$ cat config.mk
export PLATFORM = sky130hd
export DESIGN_NAME = xt_hb2lb_bridge
export DESIGN_NICKNAME = d
export VERILOG_FILES = /design/src/rtl/xt_hb2lb_bridge_pkg.sv /design/src/rtl/xt_lb_addr_map.sv /design/src/rtl/xt_hb2lb_bridge.sv
export SDC_FILE = /design/constraint.sdc
export NUM_CORES = 1
export LEC_CHECK = 0
export ABC_AREA = 1
export BUFFER_PORTS_ARGS = -buffer_cell sky130_fd_sc_hd__buf_2
export CAP_MARGIN = 20
export CORE_MARGIN = 2
export CORE_UTILIZATION = 51
export DETAILED_ROUTE_END_ITERATION = 12
export HOLD_SLACK_MARGIN = 0.05
export MAX_ROUTING_LAYER = met4
export PLACE_DENSITY = 0.8
export SLEW_MARGIN = 10
export SYNTH_ARGS = -nofsm -noshare
export SYNTH_HDL_FRONTEND = slang
export SYNTH_SLANG_ARGS = --single-unit
$ cat constraint.sdc
create_clock -name clk -period 2 [get_ports clk]
set_input_delay 0.2 -clock clk [delete_from_list [all_inputs] [get_ports clk]]
set_output_delay 0.2 -clock clk [all_outputs]
set_load 0.01 [all_outputs]
$ cat src/rtl/xt_hb2lb_bridge_pkg.sv
// ----------------------------------------------------------------------------
// xt_hb2lb_bridge_pkg
//   Shared XT_HB / XT_LB bus types for the HB-to-LB bridge.
//   - hb_slave_t        : HB request payload (raddr, waddr, wdata, write_width)
//   - sel_t             : HB window select (ren, wen)
//   - lb_slave_t        : LB initiator strobes (ren, wen, addr, wdata, write_width)
//   - lb_master_rsp_t   : response returned to HB (rvalid, err, rdata)
//   - lb_bridge_state_e : bridge FSM states
//   - InLbWindow()      : true when an HB offset falls inside the 256-word LB window
// ----------------------------------------------------------------------------
package xt_hb2lb_bridge_pkg;

    localparam int HB_ADDR_W   = 14;
    localparam int LB_ADDR_W   = 8;
    localparam int DATA_W      = 32;
    localparam int WW_W        = 2;
    localparam int LB_ADDR_LSB = 2;

    typedef struct packed {
        logic [HB_ADDR_W-1:0] raddr;
        logic [HB_ADDR_W-1:0] waddr;
        logic [DATA_W-1:0]    wdata;
        logic [WW_W-1:0]      write_width;
    } hb_slave_t;

    typedef struct packed {
        logic ren;
        logic wen;
    } sel_t;

    typedef struct packed {
        logic                 ren;
        logic                 wen;
        logic [LB_ADDR_W-1:0] addr;
        logic [DATA_W-1:0]    wdata;
        logic [WW_W-1:0]      write_width;
    } lb_slave_t;

    typedef struct packed {
        logic              rvalid;
        logic              err;
        logic [DATA_W-1:0] rdata;
    } lb_master_rsp_t;

    typedef enum logic [2:0] {
        ST_IDLE  = 3'd0,
        ST_WRITE = 3'd1,
        ST_READ  = 3'd2,
        ST_RWAIT = 3'd3,
        ST_RESP  = 3'd4
    } lb_bridge_state_e;

    // Every offset bit above the 8-bit LB word index must be clear.
    function automatic logic InLbWindow(input logic [HB_ADDR_W-1:0] offset,
                                        input int unsigned          lsb);
        return (offset >> (lsb + LB_ADDR_W)) == '0;
    endfunction

endpackage

$ cat src/rtl/xt_lb_addr_map.sv
// ----------------------------------------------------------------------------
// xt_lb_addr_map
//   Combinational HB offset -> LB word address translation.
//   Ports:
//     offset_i  in  HB byte offset
//     lb_addr_o out LB word address (offset[ADDR_LSB+7:ADDR_LSB])
//     in_win_o  out offset lies inside the LB window
// ----------------------------------------------------------------------------
module xt_lb_addr_map
    import xt_hb2lb_bridge_pkg::*;
#(
    parameter int unsigned ADDR_LSB = LB_ADDR_LSB
) (
    input  logic [HB_ADDR_W-1:0] offset_i,
    output logic [LB_ADDR_W-1:0] lb_addr_o,
    output logic                 in_win_o
);

    // Bits below ADDR_LSB select a byte within the word and are dropped.
    assign lb_addr_o = offset_i[ADDR_LSB +: LB_ADDR_W];
    assign in_win_o  = InLbWindow(offset_i, ADDR_LSB);

endmodule

$ cat src/rtl/xt_hb2lb_bridge.sv
// ----------------------------------------------------------------------------
// xt_hb2lb_bridge
//   XT_HB slave window -> XT_LB initiator. Converts HB read/write selects into
//   registered single-cycle LB strobes and returns LB read data to HB.
//   Writes are issued before reads when both are selected together.
//
//   Handshake: a request is taken in any cycle where hb_busy=0 and
//   hb_sel.ren|hb_sel.wen is high; selects seen while hb_busy=1 are dropped.
//   hb_rvalid / hb_err are one-cycle pulses; hb_rdata holds until next rvalid.
//
//   Ports:
//     clk, rst_n   clock, asynchronous active-low reset
//     hb_in        HB raddr/waddr/wdata/write_width
//     hb_sel       HB ren/wen for this window
//     hb_busy      bridge cannot accept a request this cycle
//     hb_rvalid    read data valid pulse
//     hb_rdata     read data
//     hb_err       out-of-window access pulse
//     lb_out       LB ren/wen/addr/wdata/write_width (registered)
//     lb_rdata     OR of LB slave read data, valid 1 cycle after ren
//     dbg_state_o  current FSM state (debug observation)
//
//   Build option: XT_LB_BRIDGE_POSTED_WRITE_EN - write-only requests do not
//   stall; the WRITE cycle can accept the next request so writes stream
//   one per cycle. Without it a write occupies the bridge for 2 cycles.
// ----------------------------------------------------------------------------
module xt_hb2lb_bridge
    import xt_hb2lb_bridge_pkg::*;
#(
    parameter int unsigned       ADDR_LSB  = LB_ADDR_LSB,
    parameter logic [DATA_W-1:0] ERR_RDATA = 32'h0000_0000
) (
    input  logic              clk,
    input  logic              rst_n,
    input  hb_slave_t         hb_in,
    input  sel_t              hb_sel,
    output logic              hb_busy,
    output logic              hb_rvalid,
    output logic [DATA_W-1:0] hb_rdata,
    output logic              hb_err,
    output lb_slave_t         lb_out,
    input  logic [DATA_W-1:0] lb_rdata,
    output lb_bridge_state_e  dbg_state_o
);

`ifdef XT_LB_BRIDGE_POSTED_WRITE_EN
    localparam bit POSTED = 1'b1;
`else
    localparam bit POSTED = 1'b0;
`endif

    lb_bridge_state_e state_q, state_d;
    hb_slave_t        req_q, req_d;
    logic             rd_pend_q, rd_pend_d;
    lb_slave_t        lb_q, lb_d;
    lb_master_rsp_t   rsp_q, rsp_d;

    logic                 can_accept;
    logic                 accept;
    logic                 rd_oow_fire;
    logic [LB_ADDR_W-1:0] rd_addr, wr_addr;
    logic                 rd_win, wr_win;

    // A WRITE cycle may take a new request only when no read is queued
    // behind the write being issued.
    assign can_accept = (state_q == ST_IDLE) ||
                        (POSTED && (state_q == ST_WRITE) && !rd_pend_q);
    assign accept     = can_accept && (hb_sel.ren || hb_sel.wen);

    // Decisions in the accept cycle use the incoming request directly.
    assign req_d     = accept ? hb_in : req_q;
    assign rd_pend_d = accept ? hb_sel.ren : rd_pend_q;

    xt_lb_addr_map #(.ADDR_LSB(ADDR_LSB)) u_rd_map (
        .offset_i (req_d.raddr),
        .lb_addr_o(rd_addr),
        .in_win_o (rd_win)
    );

    xt_lb_addr_map #(.ADDR_LSB(ADDR_LSB)) u_wr_map (
        .offset_i (req_d.waddr),
        .lb_addr_o(wr_addr),
        .in_win_o (wr_win)
    );

    // State register and request capture
    always_ff @(posedge clk or negedge rst_n) begin
        if (!rst_n) begin
            state_q   <= ST_IDLE;
            req_q     <= '0;
            rd_pend_q <= 1'b0;
        end else begin
            state_q   <= state_d;
            req_q     <= req_d;
            rd_pend_q <= rd_pend_d;
        end
    end

    // Next-state logic. An out-of-window read never enters READ: its error
    // response is produced directly at the point it would have been issued.
    always_comb begin
        state_d     = state_q;
        rd_oow_fire = 1'b0;
        if (accept) begin
            if (hb_sel.wen) begin
                state_d = ST_WRITE;
            end else if (rd_win) begin
                state_d = ST_READ;
            end else begin
                state_d     = ST_IDLE;
                rd_oow_fire = 1'b1;
            end
        end else begin
            case (state_q)
                ST_IDLE:  state_d = ST_IDLE;
                ST_WRITE: begin
                    if (rd_pend_q && rd_win) begin
                        state_d = ST_READ;
                    end else begin
                        state_d     = ST_IDLE;
                        rd_oow_fire = rd_pend_q;
                    end
                end
                ST_READ:  state_d = ST_RWAIT;
                ST_RWAIT: state_d = ST_RESP;
                ST_RESP:  state_d = ST_IDLE;
                default:  state_d = ST_IDLE;
            endcase
        end
    end

    // Output logic: all outputs are registers, so their next values are
    // derived from the state being entered.
    always_comb begin
        lb_d            = lb_q;
        lb_d.ren        = 1'b0;
        lb_d.wen        = 1'b0;
        rsp_d           = rsp_q;
        rsp_d.rvalid    = 1'b0;
        rsp_d.err       = 1'b0;

        if (state_d == ST_WRITE) begin
            if (wr_win) begin
                lb_d.wen         = 1'b1;
                lb_d.addr        = wr_addr;
                lb_d.wdata       = req_d.wdata;
                lb_d.write_width = req_d.write_width;
            end else begin
                rsp_d.err = 1'b1;
            end
        end

        if (state_d == ST_READ) begin
            lb_d.ren  = 1'b1;
            lb_d.addr = rd_addr;
        end

        if (state_q == ST_RWAIT) begin
            rsp_d.rdata = lb_rdata;
        end

        if (state_d == ST_RESP) begin
            rsp_d.rvalid = 1'b1;
        end

        if (rd_oow_fire) begin
            rsp_d.rvalid = 1'b1;
            rsp_d.err    = 1'b1;
            rsp_d.rdata  = ERR_RDATA;
        end
    end

    // Output registers
    always_ff @(posedge clk or negedge rst_n) begin
        if (!rst_n) begin
            lb_q  <= '0;
            rsp_q <= '0;
        end else begin
            lb_q  <= lb_d;
            rsp_q <= rsp_d;
        end
    end

    assign hb_busy     = !can_accept;
    assign hb_rvalid   = rsp_q.rvalid;
    assign hb_err      = rsp_q.err;
    assign hb_rdata    = rsp_q.rdata;
    assign lb_out      = lb_q;
    assign dbg_state_o = state_q;

endmodule
==> results.sh, run 1 <==
export IMPL_hold_path_class="in2reg"
export IMPL_first_global_vias=5534
export IMPL_die_w_um=109
export IMPL_dpl_hpwl_um=9460
export IMPL_synth_nets=744
export IMPL_cts_tree="built"
export IMPL_avgViaCountPerCell=5.06
export IMPL_antenna_found_initial=0
export IMPL_clk_pin_slew_ns=0.06
export IMPL_min_delay_worst_endpoint="req_q[59]"
export IMPL_grt_use_met2_pct=48.8
export IMPL_crit_required_ns=2.40
export IMPL_drt_total_wl_um=16200
export IMPL_worstRegToRegCells=9
export IMPL_row_count=38
export IMPL_p_leak_nw=4.87
export IMPL_syn_inst=646
export IMPL_final_cell_mix="355 x nand2_1, 174 x buf_2, 140 x dfrtp_1, 90 x dlygate4sd3_1, 59 x nand3_1"
export IMPL_grt_usage_pct=29.4
export IMPL_hold_start="hb_in[59]"
export IMPL_grt_setup_unrepaired="false"
export IMPL_worstMarginPinSlew_ns=0.371
export IMPL_area_delta_synth_final_pct=46.2
export IMPL_peakVddDrop_mv=0.715
export IMPL_whs_ns=0.0675
export IMPL_design_area_um2=8290
export IMPL_pre_cts_ws_ns=0.148
export IMPL_layout_commonest_cell="nand2_1"
export IMPL_fmax_mhz=539
export IMPL_grt_pass1_wl_um=26200
export IMPL_min_period_over_period_pct=92.8
export IMPL_io_pins=180
export IMPL_synth_area_um2=5670
export IMPL_drtAntennaViolNets=0
export IMPL_finClkSkew_ns=0.00682
export IMPL_regToRegSetupSlack_ns=0.14
export IMPL_path_class="reg2reg"
export IMPL_holdPathStages=5
export IMPL_nets=1017
export IMPL_busiest_layer="met2"
export IMPL_seq_area_frac_synth_pct=61.8
export IMPL_power_density_nw_per_um2=1340
export IMPL_outcome="finished clean"
export IMPL_drt_pass1_iterations=7
export IMPL_cpPeakStageDelay_ns=0.44
export IMPL_cts_buffers=17
export IMPL_hold_violations=0
export IMPL_drc_errors=0
export IMPL_grt_max_degree=66
export IMPL_r2r_start="dbg_state_o[1]"
export IMPL_avgSynthCellArea_um2=8.77
export IMPL_arrival_ns=2.26
export IMPL_crit_chain="nor2_4 -> buf_4 -> nand4_1 -> nand2_1 -> nand2_2 -> nor2_4 -> nand2_2 -> nand3_1 -> nand2_1"
export IMPL_portBuffers=175
export IMPL_dieArea_um2=12000
export IMPL_cts_buffer_depth=2
export IMPL_relSlewSlack_pct=75.2
export IMPL_htreeDepth=4
export IMPL_crit_start="dbg_state_o[1]"
export IMPL_placed_area_um2=6720
export IMPL_core_um2=10800
export IMPL_endpoint_kind="register"
export IMPL_cts_root_buf="clkbuf_8"
export IMPL_worst_path_max_delay_cell="dfrtp_1"
export IMPL_setup_tns_final_ns=0
export IMPL_drive_gt1_share_pct=25.8
export IMPL_maxCapViolCount=0
export IMPL_setup_viol=0
export IMPL_drtIter0Drc=314
export IMPL_final_max_slew_violation_count=0
export IMPL_fin_ws_ns=0.143
export IMPL_insertion_delay_ns=0.51
export IMPL_synth_cell_type_count=18
export IMPL_startpoint_type="register"
export IMPL_wl_per_cell_um=15.1
export IMPL_use_met3_pct=6.05
export IMPL_fin_crit_ns=1.86
export IMPL_grt_remaining_overflow=0
export IMPL_ys_ff_latch=140
export IMPL_yosys_warnings=0
export IMPL_diodes=0
export IMPL_via_count=5417
export IMPL_cts_sinks=140
export IMPL_routabilityCongestion=0.820
export IMPL_globalRouteMet1Util_pct=35.2
export IMPL_crit_fanout=10
export IMPL_utilization_pct=76.5
export IMPL_rr_endpoint="lb_out[36]"
export IMPL_start_util_pct=52.3
export IMPL_die_y_um=109
-- power breakdown --
group	leakage [nW]	internal, W	switching [W]	total, W
logic	2.74	0.00121	0.00212	0.00333
registers	1.81	0.00387	0.000453	0.00433
clock network	0.316	0.00232	0.00116	0.00348
total	4.87	0.00740	0.00374	0.0111
-- synth_stat cells --
master    instances  area (um^2)
inv_4             1         6.26
nand3_4           1         17.5
inv_2             3         11.3
buf_6             8         90.1
nor2_2            1         6.26
nand2_2           3         18.8
nor2_4            2         22.5
inv_1            37          139
nor2_8            1         20.0
nand2_1         355         1330
nand2_4           2         22.5
o21ai_0           2         10.0
nand4_1           8         50.1
dfrtp_1         140         3500
clkbuf_1         12         45.0
o21ai_4           2         32.5
nand3_1          59          295
buf_2             9         45.0
-- repair_timing --
action / 4_1_cts / 5_1_grt
endpoints found under the hold margin: 263 / 0
resized for setup: 0 / 2
setup buffers: 0 / 0
setup endpoints to repair: 0 / 31
hold buffers: 90 / 0
-- cells by family (layout without fill, tap and decap cells) --
logic type             after synthesis  after routing  share of synthesized area [%]
AOI/OAI and AO/OA                    4              4                          0.751
buffers and inverters               70            355                           5.94
DFF                                140            140                           61.8
and+or+nand+nor                    432            432                           31.5
-- stage by stage --
stage	std cells	power, W
after floorplan	646	0.00626
final	1071	0.0111
after detailed placement	950	0.00745
after CTS	1071	0.0111
after global routing	1071	0.0118
after global placement	950	0.00728
-- final cells by class --
| type | instances | area [um^2] |
|---|---|---|
| flip-flops and latches | 140 | 3500 |
| multi-input cells | 436 | 1830 |
| well taps | 140 | 175 |
| clock inverters | 9 | 181 |
| repair buffers | 283 | 1960 |
| fillers | 681 | 2550 |
| clock buffers | 22 | 483 |
| inverters | 41 | 159 |
-- worst max-delay path by stage --
stage                             to  slack, ns
after floorplan           lb_out[35]       0.33
after global placement     lb_out[1]       0.19
after detailed placement  lb_out[21]       0.15
after CTS                  lb_out[6]       0.13
after global routing       lb_out[1]       0.02
final                     lb_out[36]       0.14
-- worst max-delay path, delay by kind of cell (launching register included) --
family	cells	cell delay, ns
and+or+nand+nor	8	1.15
buffers and inverters	1	0.17
DFF	1	0.44
-- metal layers --
layer / part of all wire [%] / vias to the layer above
met5: 0 / -
met4: 3.5 / 0
met3: 5.2 / 59
met2: 52 / 239
met1: 40 / 2601
li1: - / 2518
-- sequential cells by signal, summed over array words and instances, names as in the netlist --
signal,flops
lb_out,44
rd_pend_q,1
hb_rdata,32
req_q,58
hb_rvalid,1
dbg_state_o,3
hb_err,1
(Power assumes the default switching activity.)
==> inputs of run 2 (changes only) <==
CORE_UTILIZATION = 46   (was 51)
PLACE_DENSITY = 0.76   (was 0.8)
clock period = 1.62 ns   (was 2 ns; I/O delays follow)
==> run 2 against run 1 <==
The flow now finishes with violations (setup timing). Via count decreased by 0.65%. Maximum frequency grew 4.5%. Utilization decreased by 4.9 points. Global-route usage decreased by 4.0 points. Die area rose by 10%. Sequential power is 23% higher. Clock skew is 0.0016 ns higher. Clock-buffer cell count shrank 1. Power up 24%. Setup slack worse by 0.30 ns. Critical path type unchanged. Critical endpoint is now hb_rdata[3]. First-iteration DRC count up 4.5%. Critical path depth up 1.
==> results.sh, run 2 (synthesis results as in run 1) <==
export IMPL_htreeDepth=4
export IMPL_min_period_over_period_pct=110
export IMPL_antenna_found_initial=1
export IMPL_swShare_pct=34.5
export IMPL_cts_root_buf="clkbuf_16"
export IMPL_die_w_um=115
export IMPL_startpoint_type="register"
export IMPL_final_cell_mix="346 x nand2_1, 174 x buf_2, 139 x dfrtp_1, 83 x dlygate4sd3_1, 48 x nand3_1"
export IMPL_outcome="finished, violations left"
export IMPL_crit_fanout=16
export IMPL_die_y_um=115
export IMPL_drtIter0Drc=328
export IMPL_intPower_w=0.00904
export IMPL_endpoint_kind="register"
export IMPL_hold_path_class="in2reg"
export IMPL_grt_setup_unrepaired="true"
export IMPL_crit_required_ns=1.97
export IMPL_clock_power_share_pct=26.6
export IMPL_dp_cells=973
export IMPL_drc_errors=0
export IMPL_setup_viol=76
export IMPL_row_count=40
export IMPL_nets=1033
export IMPL_drtAntennaViolNets=0
export IMPL_cts_sinks=140
export IMPL_cts_buffer_depth=2
export IMPL_final_cells=1095
export IMPL_largest_register="req_q"
export IMPL_layout_commonest_cell="nand2_1"
export IMPL_power_density_nw_per_um2=1610
export IMPL_fin_ws_ns=-0.158
export IMPL_fin_crit_ns=1.78
export IMPL_drt_pass1_iterations=7
export IMPL_cpPeakStageDelay_ns=0.42
export IMPL_path_class="reg2reg"
export IMPL_p_leak_nw=4.99
export IMPL_cts_tree="built"
export IMPL_grt_remaining_overflow=0
export IMPL_pre_cts_ws_ns=-0.0767
export IMPL_grt_pass1_wl_um=25300
export IMPL_crit_chain="nor2_4 -> buf_12 -> nand4_1 -> nand2_1 -> nand2_4 -> o21ai_4 -> buf_12 -> clkbuf_16 -> nand3_1 -> nand2_1"
export IMPL_final_max_slew_violation_count=0
export IMPL_arrival_ns=2.13
export IMPL_insertion_delay_ns=0.41
export IMPL_io_pins=180
export IMPL_relSlewSlack_pct=73.0
export IMPL_hold_violations=0
export IMPL_grt_usage_pct=25.5
export IMPL_violations="setup timing"
export IMPL_grt_max_degree=60
export IMPL_core_um2=12000
export IMPL_dpl_hpwl_um=9180
export IMPL_drive_gt1_share_pct=29.9
export IMPL_wl_per_cell_um=14.8
export IMPL_largest_reg_flops=58
export IMPL_via_count=5382
export IMPL_cts_buffers=17
export IMPL_pwr_share_seq_pct=38.5
export IMPL_area_delta_synth_final_pct=51.6
export IMPL_avgViaCountPerCell=4.92
export IMPL_fmax_mhz=563
export IMPL_worst_path_max_delay_cell="dfrtp_2"
export IMPL_comb_power_share_pct=35.0
export IMPL_power_switching_w=0.00476
export IMPL_start_util_pct=47.2
export IMPL_dieArea_um2=13200
export IMPL_finClkSkew_ns=0.00844
export IMPL_peakVddDrop_mv=0.943
export IMPL_portBuffers=175
export IMPL_first_global_vias=5407
export IMPL_maxCapViolCount=0
export IMPL_worstMarginPinSlew_ns=0.405
export IMPL_routabilityCongestion=0.784
export IMPL_drt_total_wl_um=16200
export IMPL_clk_pin_slew_ns=0.06
## run 2: power by group through the flow
| stage | clock [W] | combinational [W] | sequential, W |
|---|---|---|---|
| 2_1_floorplan | 0 | 0.00220 | 0.00554 |
| 3_3_place_gp | 0 | 0.00405 | 0.00530 |
| 3_5_place_dp | 0 | 0.00415 | 0.00533 |
| 4_1_cts | 0.00371 | 0.00437 | 0.00530 |
| 5_1_grt | 0.00390 | 0.00531 | 0.00542 |
| 6_report | 0.00367 | 0.00483 | 0.00531 |
## run 2: timing repair
item | in CTS | in global routing
gates cloned | 0 | 4
pin swaps | 0 | 0
setup buffers | 1 | 2
hold endpoints to repair | 225 | 0
hold buffers | 83 | 0
endpoints found under the setup margin | 76 | 78
gates resized for setup | 6 | 23
## run 2: worst max-delay path, delay by kind of cell (launching register included)
kind,cells,cell delay (ns)
AO/OA/AOI/OAI,1,0.16
buffers and inverters,3,0.46
AND/OR/NAND/NOR,6,0.67
flip-flops,1,0.42
## run 2: layout make-up
class / instances / area (um^2)
sequential: 140 / 3500
multi-input combinational: 436 / 1930
timing repair buffer: 299 / 2250
fill: 865 / 3420
antenna: 1 / 2.50
tap: 147 / 184
clock inverter: 10 / 91.3
inverter: 41 / 161
clock buffer: 21 / 470
## run 2: worst paths after layout
kind / endpoint / slack (ns) / startpoint / cells past startpoint
max: hb_rdata[3] / -0.16 / dbg_state_o[1] / 10
min: rd_pend_q / 0.09 / hb_sel[1] / 3
max reg2reg: hb_rdata[3] / -0.16 / dbg_state_o[1] / 10
min reg2reg: req_q[20] / 0.47 / req_q[20] / 2
max in group asynchronous: dbg_state_o[1] / 0.84 / rst_n / 3
min in group asynchronous: lb_out[33] / 0.17 / rst_n / 2
## run 2: per-layer routing
| metal | GRT usage (%) | routed length [um] |
|---|---|---|
| met5 | - | 0 |
| met4 | 12.6 | 514 |
| met3 | 6.75 | 1000 |
| met2 | 39.6 | 8090 |
| met1 | 30.8 | 6590 |
## run 2: through the flow
step / hold WS [ns] / util [%] / setup TNS (ns) / cell area, um^2 / total power (W)
floorplan: -0.134 / - / -0.0757 / 5680 / 0.00774
global placement: 0.0411 / 57.8 / -1.89 / 6940 / 0.00935
detailed placement: 0.0399 / 57.8 / -3.46 / 6940 / 0.00948
CTS: 0.0866 / 69.6 / -2.74 / 8360 / 0.0134
global route: 0.104 / 71.5 / -11.35 / 8590 / 0.0146
finish: 0.0928 / 71.5 / -5.56 / 8590 / 0.0138
==> inputs of run 3 (changes only) <==
SYNTH_HIERARCHICAL = 1   (was not set)
==> run 3 against run 2 <==
Non-clock buffer count up 5. Sequential power grew 6.2%. Clock-buffer cell count increased by 5. Utilization increased by 4.8 points. Hold slack got worse by 0.082 ns. Final area up 7.7%. The run still ends with setup timing left. Clock power increased by 5.7%. Via count fell by 0.95%.
==> results.sh, run 3 <==
export IMPL_relSlewSlack_pct=69.6
export IMPL_drt_pass1_iterations=7
export IMPL_grt_usage_pct=27.9
export IMPL_cts_tree="built"
export IMPL_arrival_ns=2.42
export IMPL_setup_tns_final_ns=-34.56
export IMPL_largest_reg_flops=58
export IMPL_min_period_over_period_pct=131
export IMPL_clock_power_share_pct=22.7
export IMPL_row_count=40
export IMPL_power_switching_w=0.00643
export IMPL_htreeDepth=4
export IMPL_busiest_layer="met2"
export IMPL_grt_setup_unrepaired="true"
export IMPL_crit_fanout=8
export IMPL_wl_per_cell_um=17.1
export IMPL_path_buf_inv=4
export IMPL_drc_errors=0
export IMPL_core_um2=12100
export IMPL_synth_nets=704
export IMPL_grt_remaining_overflow=0
export IMPL_worstMarginPinSlew_ns=0.456
export IMPL_via_count=5331
export IMPL_fmax_mhz=471
export IMPL_worst_path_max_delay_cell="dfrtp_2"
export IMPL_area_delta_synth_final_pct=61.2
export IMPL_final_cell_mix="174 x buf_2, 157 x nand2_1, 139 x dfrtp_1, 79 x dlygate4sd3_1, 54 x nand2_2"
export IMPL_clk_pin_slew_ns=0.06
export IMPL_grt_max_degree=49
export IMPL_syn_inst=606
export IMPL_fin_ws_ns=-0.502
export IMPL_cts_sinks=140
export IMPL_path_class="reg2reg"
export IMPL_comb_power_share_pct=44.4
export IMPL_cpPeakStageDelay_ns=0.42
export IMPL_fin_crit_ns=2.12
export IMPL_use_met3_pct=6.01
export IMPL_crit_required_ns=1.92
export IMPL_whs_ns=0.0112
export IMPL_avgViaCountPerCell=5.00
export IMPL_drt_total_wl_um=18200
export IMPL_yosys_warnings=6
export IMPL_drive_gt1_share_pct=45.4
export IMPL_p_leak_nw=4.81
export IMPL_cts_buffers=17
export IMPL_swShare_pct=37.6
export IMPL_crit_family="simple AND/OR/NAND/NOR gates"
export IMPL_hold_path_class="in2reg"
export IMPL_routabilityCongestion=0.800
export IMPL_final_max_slew_violation_count=0
export IMPL_dpl_hpwl_um=9920
export IMPL_grt_pass1_wl_um=27600
export IMPL_violations="setup timing"
export IMPL_start_util_pct=47.4
export IMPL_globalRouteMet1Util_pct=31.9
export IMPL_setup_viol=79
export IMPL_cts_buffer_depth=2
export IMPL_maxCapViolCount=0
export IMPL_hold_violations=0
export IMPL_avgSynthCellArea_um2=9.47
export IMPL_drtIter0Drc=449
export IMPL_pwr_share_seq_pct=33.0
export IMPL_dieArea_um2=13400
export IMPL_intPower_w=0.0107
export IMPL_cts_root_buf="clkbuf_16"
export IMPL_drtAntennaViolNets=0
export IMPL_startpoint_type="register"
export IMPL_portBuffers=175
export IMPL_io_pins=180
export IMPL_grt_use_met2_pct=47.4
export IMPL_crit_chain="nor2_4 -> nand3_4 -> buf_12 -> mux2_2 -> inv_2 -> nand2_2 -> nor2_4 -> nand2_4 -> buf_12 -> buf_12 -> nand3_1 -> nand2_1"
export IMPL_fillers=729
export IMPL_synth_area_um2=5740
export IMPL_die_y_um=116
export IMPL_first_global_vias=5598
export IMPL_insertion_delay_ns=0.41
export IMPL_diodes=0
export IMPL_layout_area_seq_um2=3500
export IMPL_multi_input_comb_area_um2=2310
export IMPL_power_density_nw_per_um2=1850
export IMPL_die_w_um=116
export IMPL_largest_register="req_q"
export IMPL_outcome="finished, violations left"
export IMPL_endpoint_kind="register"
export IMPL_antenna_found_initial=0
export IMPL_crit_top_cell="buf_12"
export IMPL_peakVddDrop_mv=0.977
export IMPL_layout_commonest_cell="buf_2"
export IMPL_nets=984
export IMPL_finClkSkew_ns=0.00662
run 3: path summary, 6_finish.rpt:
| path | start | endpoint | slack (ns) | cells past startpoint |
|---|---|---|---|---|
| setup / recovery | dbg_state_o[2] | lb_out[37] | -0.50 | 12 |
| hold / removal | hb_in[60] | req_q[60] | 0.01 | 2 |
| setup reg to reg | dbg_state_o[2] | lb_out[37] | -0.50 | 12 |
| hold reg to reg | lb_out[24] | lb_out[24] | 0.48 | 2 |
| max in group asynchronous | rst_n | lb_out[27] | 0.79 | 3 |
| min in group asynchronous | rst_n | hb_rdata[2] | 0.26 | 2 |
run 3: layer usage:
| metal | share of wire (%) | up-vias | routed length, um |
|---|---|---|---|
| li1 | - | 2434 | - |
| met1 | 39 | 2610 | 7050 |
| met2 | 53 | 250 | 9560 |
| met3 | 6.4 | 37 | 1160 |
| met4 | 2.3 | 0 | 423 |
| met5 | 0 | - | 0 |
run 3: worst register-to-register path, delay by kind of cell, from the launching register on:
kind | cells | cell delay, ns
muxes | 1 | 0.28
buffers and inverters | 4 | 0.54
and+or+nand+nor | 7 | 0.76
DFF | 1 | 0.42
run 3: repair_timing:
action / 4_1_cts / 5_1_grt
pin swaps: 20 / 38
buffers inserted: 11 / 6
hold buffers: 78 / 1
endpoints found under the setup margin: 81 / 102
cloned: 9 / 2
hold endpoints to repair: 168 / 4
resized for setup: 50 / 108
run 3: power groups by stage:
stage | Clock, W | Combinational, W | Sequential, W
2_1_floorplan | 0 | 0.00384 | 0.00575
3_3_place_gp | 0 | 0.00548 | 0.00548
3_5_place_dp | 0 | 0.00569 | 0.00555
4_1_cts | 0.00392 | 0.00675 | 0.00555
5_1_grt | 0.00411 | 0.00816 | 0.00575
6_report | 0.00388 | 0.00759 | 0.00564
run 3: area by class of cell:
type	instances	area share [%]
clock buffer	26	5.51
clock inverter	6	0.893
inverter	63	2.72
multi-input combinational	360	25.0
sequential	140	37.9
tap	168	2.27
timing repair buffer	304	25.8
run 3: stage by stage:
stage               instance area [um^2]  instances  utilization [%]  setup slack, ns  total power (W)
floorplan                           5920        606                -           -0.707          0.00959
global placement                    7080        935             58.5           -0.414           0.0110
global route                        9250       1067             76.4           -0.624           0.0180
finish                              9250       1067             76.4           -0.502           0.0171
detailed placement                  7080        935             58.5           -0.503           0.0112
CTS                                 8890       1063             73.4           -0.474           0.0162
